$ cat src/rtl/flag_unit.sv
// rtl/flag_unit.sv - NZCV flags register with grouped writes and one-entry save/restore copy
module flag_unit #(
  parameter int WIDTH = 32
) (
  input  logic             clk,
  input  logic             reset,
  input  logic [WIDTH-1:0] ALUResult,
  input  logic             ALUCarry,
  input  logic             ALUOverflow,
  input  logic [1:0]       FlagW,
  input  logic             CondEx,
  input  logic             Stall,
  input  logic             SaveFlags,
  input  logic             RestoreFlags,
  output logic [3:0]       Flags,
  output logic [3:0]       SavedFlags,
  output logic             FlagsUpd
);

  logic [3:0] flags_q, flags_d;
  logic [3:0] saved_q, saved_d;
  logic       upd_q, upd_d;
  logic       nn, zn;
  logic       we_nz, we_cv, restore_en, save_en;

  assign nn = ALUResult[WIDTH-1];
  assign zn = (ALUResult == '0);

  assign restore_en = RestoreFlags & ~Stall;
  assign save_en    = SaveFlags & ~Stall;
  assign we_nz      = FlagW[1] & CondEx & ~Stall & ~RestoreFlags;
  assign we_cv      = FlagW[0] & CondEx & ~Stall & ~RestoreFlags;

  // Save always reads the pre-edge flags, so save+restore swaps the two copies.
  always_comb begin
    flags_d = flags_q;
    saved_d = saved_q;
    upd_d   = upd_q;
    if (restore_en) begin
      flags_d = saved_q;
    end else begin
      if (we_nz) flags_d[3:2] = {nn, zn};
      if (we_cv) flags_d[1:0] = {ALUCarry, ALUOverflow};
    end
    if (save_en) saved_d = flags_q;
    if (!Stall)  upd_d   = we_nz | we_cv | restore_en;
  end

  always_ff @(posedge clk or negedge reset) begin
    if (!reset) begin
      flags_q <= 4'b0000;
      saved_q <= 4'b0000;
      upd_q   <= 1'b0;
    end else begin
      flags_q <= flags_d;
      saved_q <= saved_d;
      upd_q   <= upd_d;
    end
  end

  assign Flags      = flags_q;
  assign SavedFlags = saved_q;
  assign FlagsUpd   = upd_q;

endmodule
$ cat config.mk
export PLATFORM = sky130hd
export DESIGN_NAME = flag_unit
export DESIGN_NICKNAME = d
export VERILOG_FILES = /design/src/rtl/flag_unit.sv
export SDC_FILE = /design/constraint.sdc
export NUM_CORES = 1
export LEC_CHECK = 0
export BUFFER_PORTS_ARGS = -buffer_cell sky130_fd_sc_hd__buf_2
export CORE_MARGIN = 5
export CORE_UTILIZATION = 33
export CTS_CLUSTER_DIAMETER = 40
export CTS_CLUSTER_SIZE = 40
export DETAILED_ROUTE_END_ITERATION = 8
export HOLD_SLACK_MARGIN = 0.1
export MAX_ROUTING_LAYER = met4
export PLACE_DENSITY_LB_ADDON = 0.1
export RECOVER_POWER = 100
export SYNTH_ARGS = -nofsm -noshare
export SYNTH_HDL_FRONTEND = slang
export SYNTH_SLANG_ARGS = --single-unit
$ cat constraint.sdc
create_clock -name clk -period 1.1 [get_ports clk]
set_clock_uncertainty 0.05 [all_clocks]
set_input_delay 0.055 -clock clk [delete_from_list [all_inputs] [get_ports clk]]
set_output_delay 0.055 -clock clk [all_outputs]
set_load 0.02 [all_outputs]
# Word level (Yosys, flattened, before mapping)
# Index checks and enable logic that the tools add are counted.
# word_totals
out_inout_bits	9
in_bits	42
register_bits	9
# op_classes
n_reduce_logical	3
n_mux	3
bitwise_logic	12
# ops
cell	n
$logic_not A32 Y1	1
$and A1 B1 Y1	8
$mux W2	2
$mux W4	1
$reduce_bool A2 Y1	2
$not A1 Y1	2
$or A1 B1 Y1	2

# Depth between registers and ports, before layout
# Gate-level depths: netlist (run 1).
# depth
word_depth	5
mapped_depth	4

# Worst setup path before layout (run 1)
# OpenSTA, ideal clock, no wires.
# synth_timing
kind	reg-to-reg
from	register, netlist name Flags[2]
to	register flags_q[2], in the netlist Flags[2]
slack_ns	0.123
stages_incl_launch_ff	4
path_buffers	0
required_time_ns	0.926
arrival_time_ns	0.803
path_cell_list	dfrtp_1 > nand2_1 > nor2_1 > a211o_1
# synth_lines
element	line	rtl
end signal, assigned	55	flags_q <= flags_d;
end, declared	20	logic [3:0] flags_q, flags_d;

# Worst setup path in the final report (run 1)
# layout_timing
from	register flags_q[1], in the netlist Flags[1]
to	output Flags[1]
# layout_lines
element	line	rtl
end, declared	15	output logic [3:0] Flags,
# No word-level cell between the ends.

==> impl_metrics.tcl, run 1 <==
set metrics [dict create \
    clkSinkCount 9 \
    synth_ff_type "dfrtp_1" \
    numCtsBuffers 3 \
    reg2reg_depth 3 \
    drtIter0Drc 5 \
    slew_violations 0 \
    crit_path_max_incr_delay_ns 0.37 \
    netlist_instances 43 \
    synth_compound_area_share_pct 5.97 \
    antennaDiodeCount 0 \
    ctsResizeCount 0 \
    crit_family "flip-flops" \
    die_area_um2 2320 \
    path_buf_inv 1 \
    crit_fanout 3 \
    drt_first_pass_iters 4 \
    relSlewSlack_pct 68.0 \
    grt_usage_pct 13.4 \
    synth_mux_area_share_pct 15.6 \
    yosys.area_share.simple_pct 30.6 \
    area_growth_pct 70.9 \
    htreeDepth 1 \
    synthesis.area_um2 482 \
    root_buffer "clkbuf_4" \
    synth_largest_area_cell "dfrtp_1" \
    critPathRequiredTime_ns 1.00 \
    cap_violations 0 \
    worst_pin_slew_ns 0.480 \
    ant_nets 0 \
    fin_crit_sh_pct 88.9 \
    synthTopCellsByCount "9 x dfrtp_1, 7 x nor4_1, 4 x mux2_2, 4 x nand2_1" \
    dp_hpwl_um 1340 \
    synth_top_family_by_area "simple AND/OR/NAND/NOR gates" \
    path_cells "clkbuf_1" \
    power_density_nw_per_um2 1280 \
    yosysMostFrequentCell "dfrtp_1" \
    synth-seq-area-share_pct 46.8 \
    outcome "complete, no violations" \
    grt_use_met1_pct 12.0 \
    clk_latency_ns 0.26 \
    gr-total-overflow 0 \
    routed_via_density 4.96 \
    grt_pass1_wl_um 2070 \
    worst_hold_path.num_cells 3 \
    cts_buffer_depth 2 \
    hp-class "in -> reg" \
    syn_area_per_cell_um2 11.2 \
    fp.coreArea_um2 1330 \
    grt_use_met2_pct 25.3 \
    grt_pass1_vias 531 \
    io_pins 51 \
    holdWs_ns 0.139 \
    grt_setup_unrepaired "false" \
    setup_viol 0 \
    wl_per_cell_um 13.8 \
    synth_edf_count 0 \
    die-width_um 48.2 \
    end_kind "output pin" \
    cts_tree "built" \
    peakVddDrop_mv 0.764 \
    grt_start_max_net_pins 10 \
    utilization_pct 61.7 \
    synthTopCellsByArea "dfrtp_1 47%, mux2_2 9.4%, nor4_1 9.1%" \
    drc 0 \
    fillerInstances 137 \
    drive_gt1_share_pct 50.0 \
    yosysTopAreaCellShare_pct 46.8 \
    async_flop_share_pct 100 \
    p_leak_uw 0.000427 \
    cp.arrival_ns 0.87 \
    crit_cells 1 \
    synthXorXnorAreaFrac_pct 0 \
    fp.dieH_um 48.2 \
    layout.nets 147 \
    syn-num-nets 85 \
    slowest_stage "dfrtp_1" \
    fin_crit_ns 0.978 \
    grt_use_met3_pct 3.69 \
    clkTransAtPathRegs_ns 0.06 \
    ys.warnings.count 0 \
    synth-seq-cells 9 \
    row_count 13 \
    wl_um 1640 \
    max_freq_mhz 1020 \
    vias 590 \
    gp_congestion 0.639 \
    startpoint_type "flip-flop" \
    hold_viol 0 \
    globalRoute.busiestLayer "met2" \
    synth_cell_types 19 \
    start_util_pct 36.1 \
    port_buffers 50 \
    yosys.area_share.adder_pct 0 \
    crit_type "reg -> out" \
    antenna_found_initial 0 \
]
==> repair_timing <==
item                      4_1_cts  5_1_grt
setup buffers                   0        0
hold buffers                    6        0
hold endpoints to repair       13        0
==> final timing paths <==
check                         start            end  slack, ns
min in group asynchronous     reset  SavedFlags[3]       0.21
setup / recovery           Flags[1]       Flags[1]       0.12
hold / removal             FlagW[0]       FlagsUpd       0.14
max in group asynchronous     reset       Flags[0]       0.46
hold reg to reg            FlagsUpd       FlagsUpd       0.44
setup reg to reg           Flags[2]       Flags[2]       0.17
==> cell type report <==
| cell class | instances | area [um2] | area share, % |
|---|---|---|---|
| well taps | 15 | 18.8 | 2.28 |
| flip-flops and latches | 9 | 225 | 27.4 |
| repair buffers | 58 | 314 | 38.1 |
| multi-input cells | 33 | 239 | 29.0 |
| clock buffers | 4 | 26.3 | 3.19 |
==> kinds of logic (layout without fill, tap and decap cells) <==
kind of cell | count (synthesis) | in the layout
simple gates | 21 | 21
flops | 9 | 9
mux | 7 | 7
compound gates | 5 | 5
buf+inv | 1 | 62
==> layer usage <==
metal | share of wire [%] | wire, um | vias to the layer above
li1 | - | - | 290
met1 | 33 | 538 | 253
met2 | 45 | 735 | 42
met3 | 21 | 339 | 5
met4 | 1.4 | 23 | 0
met5 | 0 | 0 | -
==> cell usage in the layout (no fill, tap or decap), drive strengths merged, types with 2 or more instances in the layout <==
cell / instances
clkbuf: 13
o21ai: 3
mux2i: 3
mux2: 4
dlygate4sd3: 6
buf: 43
dfrtp: 9
nor4: 8
nand3b: 2
nand2: 4
==> state kept, by name, indices dropped and copies added, names as in the netlist <==
register    count
SavedFlags      4
Flags           4
FlagsUpd        1
==> power breakdown <==
group	internal (uW)	leakage [uW]	switching (uW)	total, uW
Sequential	403	0.000116	50.2	453
Clock	140	0.0000150	115	255
Combinational	158	0.000296	192	350
Total	701	0.000427	357	1060
==> through the flow <==
step | total power [uW] | instance area (um2) | setup slack, ns | std cells | TNS [ns]
global placement | 811 | 761 | -0.0209 | 109 | -0.0209
finish | 1060 | 823 | 0.122 | 119 | 0
CTS | 1100 | 847 | 0.162 | 119 | 0
global route | 1130 | 823 | 0.0819 | 119 | 0
floorplan | 634 | 482 | 0.123 | 43 | 0
detailed placement | 817 | 761 | -0.0420 | 109 | -0.0420
Power figures use the tool's default switching activity.
==> run 2, diff against run 1 <==
- CORE_ASPECT_RATIO: not set -> 1.1
==> run 2 against run 1 <==
Against the previous run:
- clock power fell by 5%
- setup slack gained 0.010 ns
- count of clock-buffer cells in the layout did not move
- first-iteration DRC count did not move
- die area hardly changed
- utilization shrank 2.4 points
- critical endpoint unchanged
- largest power group unchanged
- highest routed layer unchanged
==> impl_metrics.tcl, run 2 (same netlist as run 1, synthesis figures left out) <==
set metrics [dict create \
    outcome "complete, no violations" \
    critPathRequiredTime_ns 1.00 \
    port_buffers 50 \
    intPower_uw 697 \
    antenna_found_initial 0 \
    reg2reg_depth 3 \
    root_buffer "clkbuf_4" \
    reg2reg_from "Flags[2]" \
    setup_viol 0 \
    clkPwrFrac_pct 23.1 \
    seq_area_um2 225 \
    worst_pin_slew_ns 0.461 \
    die-width_um 46.4 \
    die_area_um2 2320 \
    cp.arrival_ns 0.86 \
    setup-tns-final_ns 0 \
    utilization_pct 59.3 \
    power_frac_seq_pct 43.6 \
    slowest_stage "dfrtp_1" \
    wl_per_cell_um 12.4 \
    htreeDepth 1 \
    worst_hold_path.num_cells 3 \
    post_cts_buffers 0 \
    ctsResizeCount 0 \
    layout.nets 146 \
    wl_um 1480 \
    path_buf_inv 1 \
    fin_crit_sh_pct 88.0 \
    max_freq_mhz 1030 \
    fin_area_um2 821 \
    ant_nets 0 \
    antennaDiodeCount 0 \
    fin_crit_ns 0.968 \
    fp.dieH_um 50.1 \
    p_sw_share_pct 33.3 \
    peakVddDrop_mv 0.922 \
    grt_pass1_wl_um 2160 \
    hold_start "FlagW[0]" \
    fp.coreArea_um2 1380 \
    hp-class "in -> reg" \
    grt_start_max_net_pins 11 \
    end_kind "output pin" \
    pre_cts_ws_ns -0.0262 \
    row_count 14 \
    hold_viol 0 \
    clkTransAtPathRegs_ns 0.06 \
    power_density_nw_per_um2 1270 \
    cp-startpoint "Flags[1]" \
    combPwrFrac_pct 33.3 \
    r2r_slack_ns 0.20 \
    fillerInstances 131 \
    multiInputGateArea_um2 245 \
    drt_first_pass_iters 3 \
    whs_endpoint "FlagsUpd" \
    gr-total-overflow 0 \
    crit_family "flip-flops" \
    drive_gt1_share_pct 47.6 \
    cts_tree "built" \
    gp_congestion 0.707 \
    vias 561 \
    start_util_pct 34.8 \
    crit_fanout 3 \
    slew_violations 0 \
    postPlaceCellArea_um2 754 \
    crit_type "reg -> out" \
    grt_pass1_vias 546 \
    io_pins 51 \
    p_leak_uw 0.000428 \
    relSlewSlack_pct 69.3 \
    mostFrequentLayoutCells "39 x buf_2, 12 x clkbuf_1, 9 x dfrtp_1" \
    startpoint_type "flip-flop" \
    final_common_cell "buf_2" \
    crit_path_max_incr_delay_ns 0.37 \
    clkSinkCount 9 \
    area_growth_pct 70.4 \
    grt_usage_pct 12.8 \
    path_cells "clkbuf_1" \
    p_switching_uw 347 \
    cap_violations 0 \
    reg2reg_to "Flags[2]" \
    grt_setup_unrepaired "false" \
    worst_slack_ns 0.132 \
    clk_latency_ns 0.25 \
    drc 0 \
    numCtsBuffers 3 \
    cts_buffer_depth 2 \
    dp_hpwl_um 1250 \
    routed_via_density 4.71 \
    drtIter0Drc 5 \
]
-- run 2: timing repair --
item / CTS / global route
setup endpoints to repair: 0 / 0
endpoints found under the hold margin: 13 / 0
hold buffers: 6 / 0
-- run 2: how the worst max path moves through the flow --
stage / end / slack (ns) / cells past startpoint
floorplan: Flags[2] / 0.12 / 3
global placement: Flags[2] / 0.01 / 5
detailed placement: Flags[2] / -0.03 / 5
CTS: SavedFlags[3] / 0.17 / 1
global route: Flags[0] / 0.08 / 1
finish: Flags[1] / 0.13 / 1
-- run 2: layout make-up --
class / instances / share of cell area, %
Clock buffer: 4 / 3.20
Multi-Input combinational cell: 33 / 29.9
Sequential cell: 9 / 27.4
Tap cell: 16 / 2.44
Timing Repair Buffer: 57 / 37.0
-- run 2: power groups by stage --
stage	Sequential, uW	Combinational, uW	Clock [uW]
after floorplan	544	90.2	0
after global placement	456	355	0
after detailed placement	460	355	0
after CTS	454	372	258
after global routing	469	382	268
final	456	347	241
-- run 2: stage by stage --
stage | cells | power [uW] | hold WS (ns)
6_report | 119 | 1040 | 0.132
5_1_grt | 119 | 1120 | 0.157
4_1_cts | 119 | 1080 | 0.130
3_5_place_dp | 109 | 815 | -0.139
3_3_place_gp | 109 | 810 | -0.136
2_1_floorplan | 43 | 634 | -0.291
-- run 2: metal layers --
| metal | GRT usage, % | part of all wire (%) |
|---|---|---|
| met3 | 3.64 | 18 |
| met2 | 21.6 | 49 |
| met4 | 5.69 | 1.1 |
| met5 | - | 0 |
| met1 | 13.4 | 32 |
==> run 3, diff against run 2 <==
- CORE_UTILIZATION: 33 -> 30
- GPL_TIMING_DRIVEN: not set -> 0
- clock period: 1.1 -> 0.8 ns (I/O delays scaled with it)
==> run 3 against run 2 <==
Against the previous run:
- the run now ends with setup timing left
- final cell count shrank 1.7%
- sequential power up 48%
- count of clock-buffer cells in the layout unchanged
- utilization down 1.0 points
- flip-flop and latch count stayed put
- die area up 7.9%
- clock power grew 40%
- combinational power grew 95%
- hold slack got worse by 0.11 ns
- critical endpoint is now SavedFlags[0]
- largest cell class unchanged
==> impl_metrics.tcl, run 3 (same netlist as run 1, synthesis figures left out) <==
set metrics [dict create \
    path_cells "buf_6" \
    wl_um 1610 \
    numCtsBuffers 3 \
    antenna_found_initial 0 \
    max_freq_mhz 1100 \
    cts_tree "built" \
    fp.coreArea_um2 1540 \
    drc 0 \
    vias 562 \
    cap_violations 0 \
    htreeDepth 1 \
    root_buffer "clkbuf_4" \
    gr-total-overflow 0 \
    fin_crit_ns 0.906 \
    grt_setup_unrepaired "true" \
    end_kind "output pin" \
    routed_via_density 4.80 \
    grt_pass1_vias 608 \
    worst_pin_slew_ns 0.474 \
    mostFrequentLayoutCells "41 x buf_2, 10 x buf_6, 9 x dfrtp_2" \
    postPlaceCellArea_um2 764 \
    reg2reg_from "Flags[2]" \
    startpoint_type "flip-flop" \
    slew_violations 0 \
    totalPowerFinal_uw 1690 \
    crit_fanout 3 \
    die_area_um2 2510 \
    path_buf_inv 1 \
    port_buffers 50 \
    crit_path_max_incr_delay_ns 0.43 \
    cp-startpoint "SavedFlags[0]" \
    drive_gt1_share_pct 72.0 \
    start_util_pct 31.3 \
    gp_congestion 0.626 \
    fin_area_um2 897 \
    utilization_pct 58.3 \
    area_growth_pct 86.2 \
    cts_buffer_depth 2 \
    power_density_nw_per_um2 1880 \
    layout.nets 143 \
    hp-class "in -> reg" \
    cts_hold_buffers 2 \
    outcome "finished with violations" \
    relSlewSlack_pct 68.4 \
    ant_nets 0 \
    row_count 15 \
    setup_viol 17 \
    hold_viol 0 \
    cp.arrival_ns 0.82 \
    clkSinkCount 9 \
    clkTransAtPathRegs_ns 0.06 \
    antennaDiodeCount 0 \
    clk_latency_ns 0.25 \
    setup-tns-final_ns -1.22 \
    worst_slack_ns -0.106 \
    fp.dieH_um 52.0 \
    crit_type "reg -> out" \
    violations "setup timing" \
    drtIter0Drc 2 \
    die-width_um 48.2 \
    wl_per_cell_um 13.8 \
    final_common_cell "buf_2" \
    hold_start "Stall" \
    grt_usage_pct 13.2 \
    critPathRequiredTime_ns 0.71 \
    pre_cts_ws_ns -0.381 \
    fillerInstances 162 \
    peakVddDrop_mv 1.19 \
    p_leak_uw 0.000461 \
    drt_first_pass_iters 2 \
    crit_family "flip-flops" \
    grt_pass1_wl_um 2370 \
    io_pins 51 \
    fin_crit_sh_pct 113 \
    grt_start_max_net_pins 11 \
    slowest_stage "dfrtp_2" \
    dp_hpwl_um 1300 \
]
-- run 3: cell types whose count changed in the layout (fill, tap and decap cells not counted), moves of 3 or more --
cell / previous run / this run
dfrtp_2: 0 / 9
nor4_2: 0 / 3
dfrtp_1: 9 / 0
dlygate4sd3_1: 6 / 2
clkbuf_1: 12 / 2
buf_6: 0 / 10
nor4_1: 8 / 5
-- run 3: metal layers --
layer | GRT usage, % | up-vias | part of all wire (%)
met4 | 2.69 | 0 | 0
met1 | 13.5 | 250 | 35
li1 | - | 282 | -
met2 | 24.6 | 30 | 50
met3 | 2.77 | 0 | 15
met5 | - | - | 0
-- run 3: worst paths after layout --
| path | slack [ns] | endpoint | depth (start not counted) |
|---|---|---|---|
| worst max-delay path | -0.11 | SavedFlags[0] | 1 |
| worst min-delay path | 0.02 | FlagsUpd | 3 |
| worst max register to register | -0.10 | Flags[2] | 3 |
| worst min register to register | 0.47 | Flags[3] | 2 |
| max in group asynchronous | 0.15 | FlagsUpd | 2 |
| min in group asynchronous | 0.21 | Flags[2] | 2 |
-- run 3: timing repair --
action	in CTS	in global routing
setup endpoints to repair	15	18
hold endpoints to repair	13	3
setup buffers	1	0
pin swaps	1	0
resized for setup	22	2
-- run 3: layout make-up --
type / instances / area, um2 / share of cell area, %
clock buffer: 4 / 26.3 / 2.93
multi-input combinational: 33 / 272 / 30.3
buffer: 1 / 5.00 / 0.558
sequential: 9 / 236 / 26.4
timing repair buffer: 53 / 337 / 37.5
tap: 17 / 21.3 / 2.37
-- run 3: through the flow --
stage	hold WS, ns	cells
5_1_grt	0.0310	117
6_report	0.0180	117
3_5_place_dp	-0.151	110
2_1_floorplan	-0.306	43
4_1_cts	0.0130	117
3_3_place_gp	-0.152	110
-- run 3: worst register-to-register path, stage by stage (launching register included) --
cell and delay, ns:
dfrtp_2 0.42, nand2_1 0.06, nor2_1 0.04, a211o_1 0.23
-- run 3: report_power, final --
part           total (uW)  switching (uW)  internal, uW
Sequential            676             103           573
Combinational         675             280           395
Clock                 338             147           191
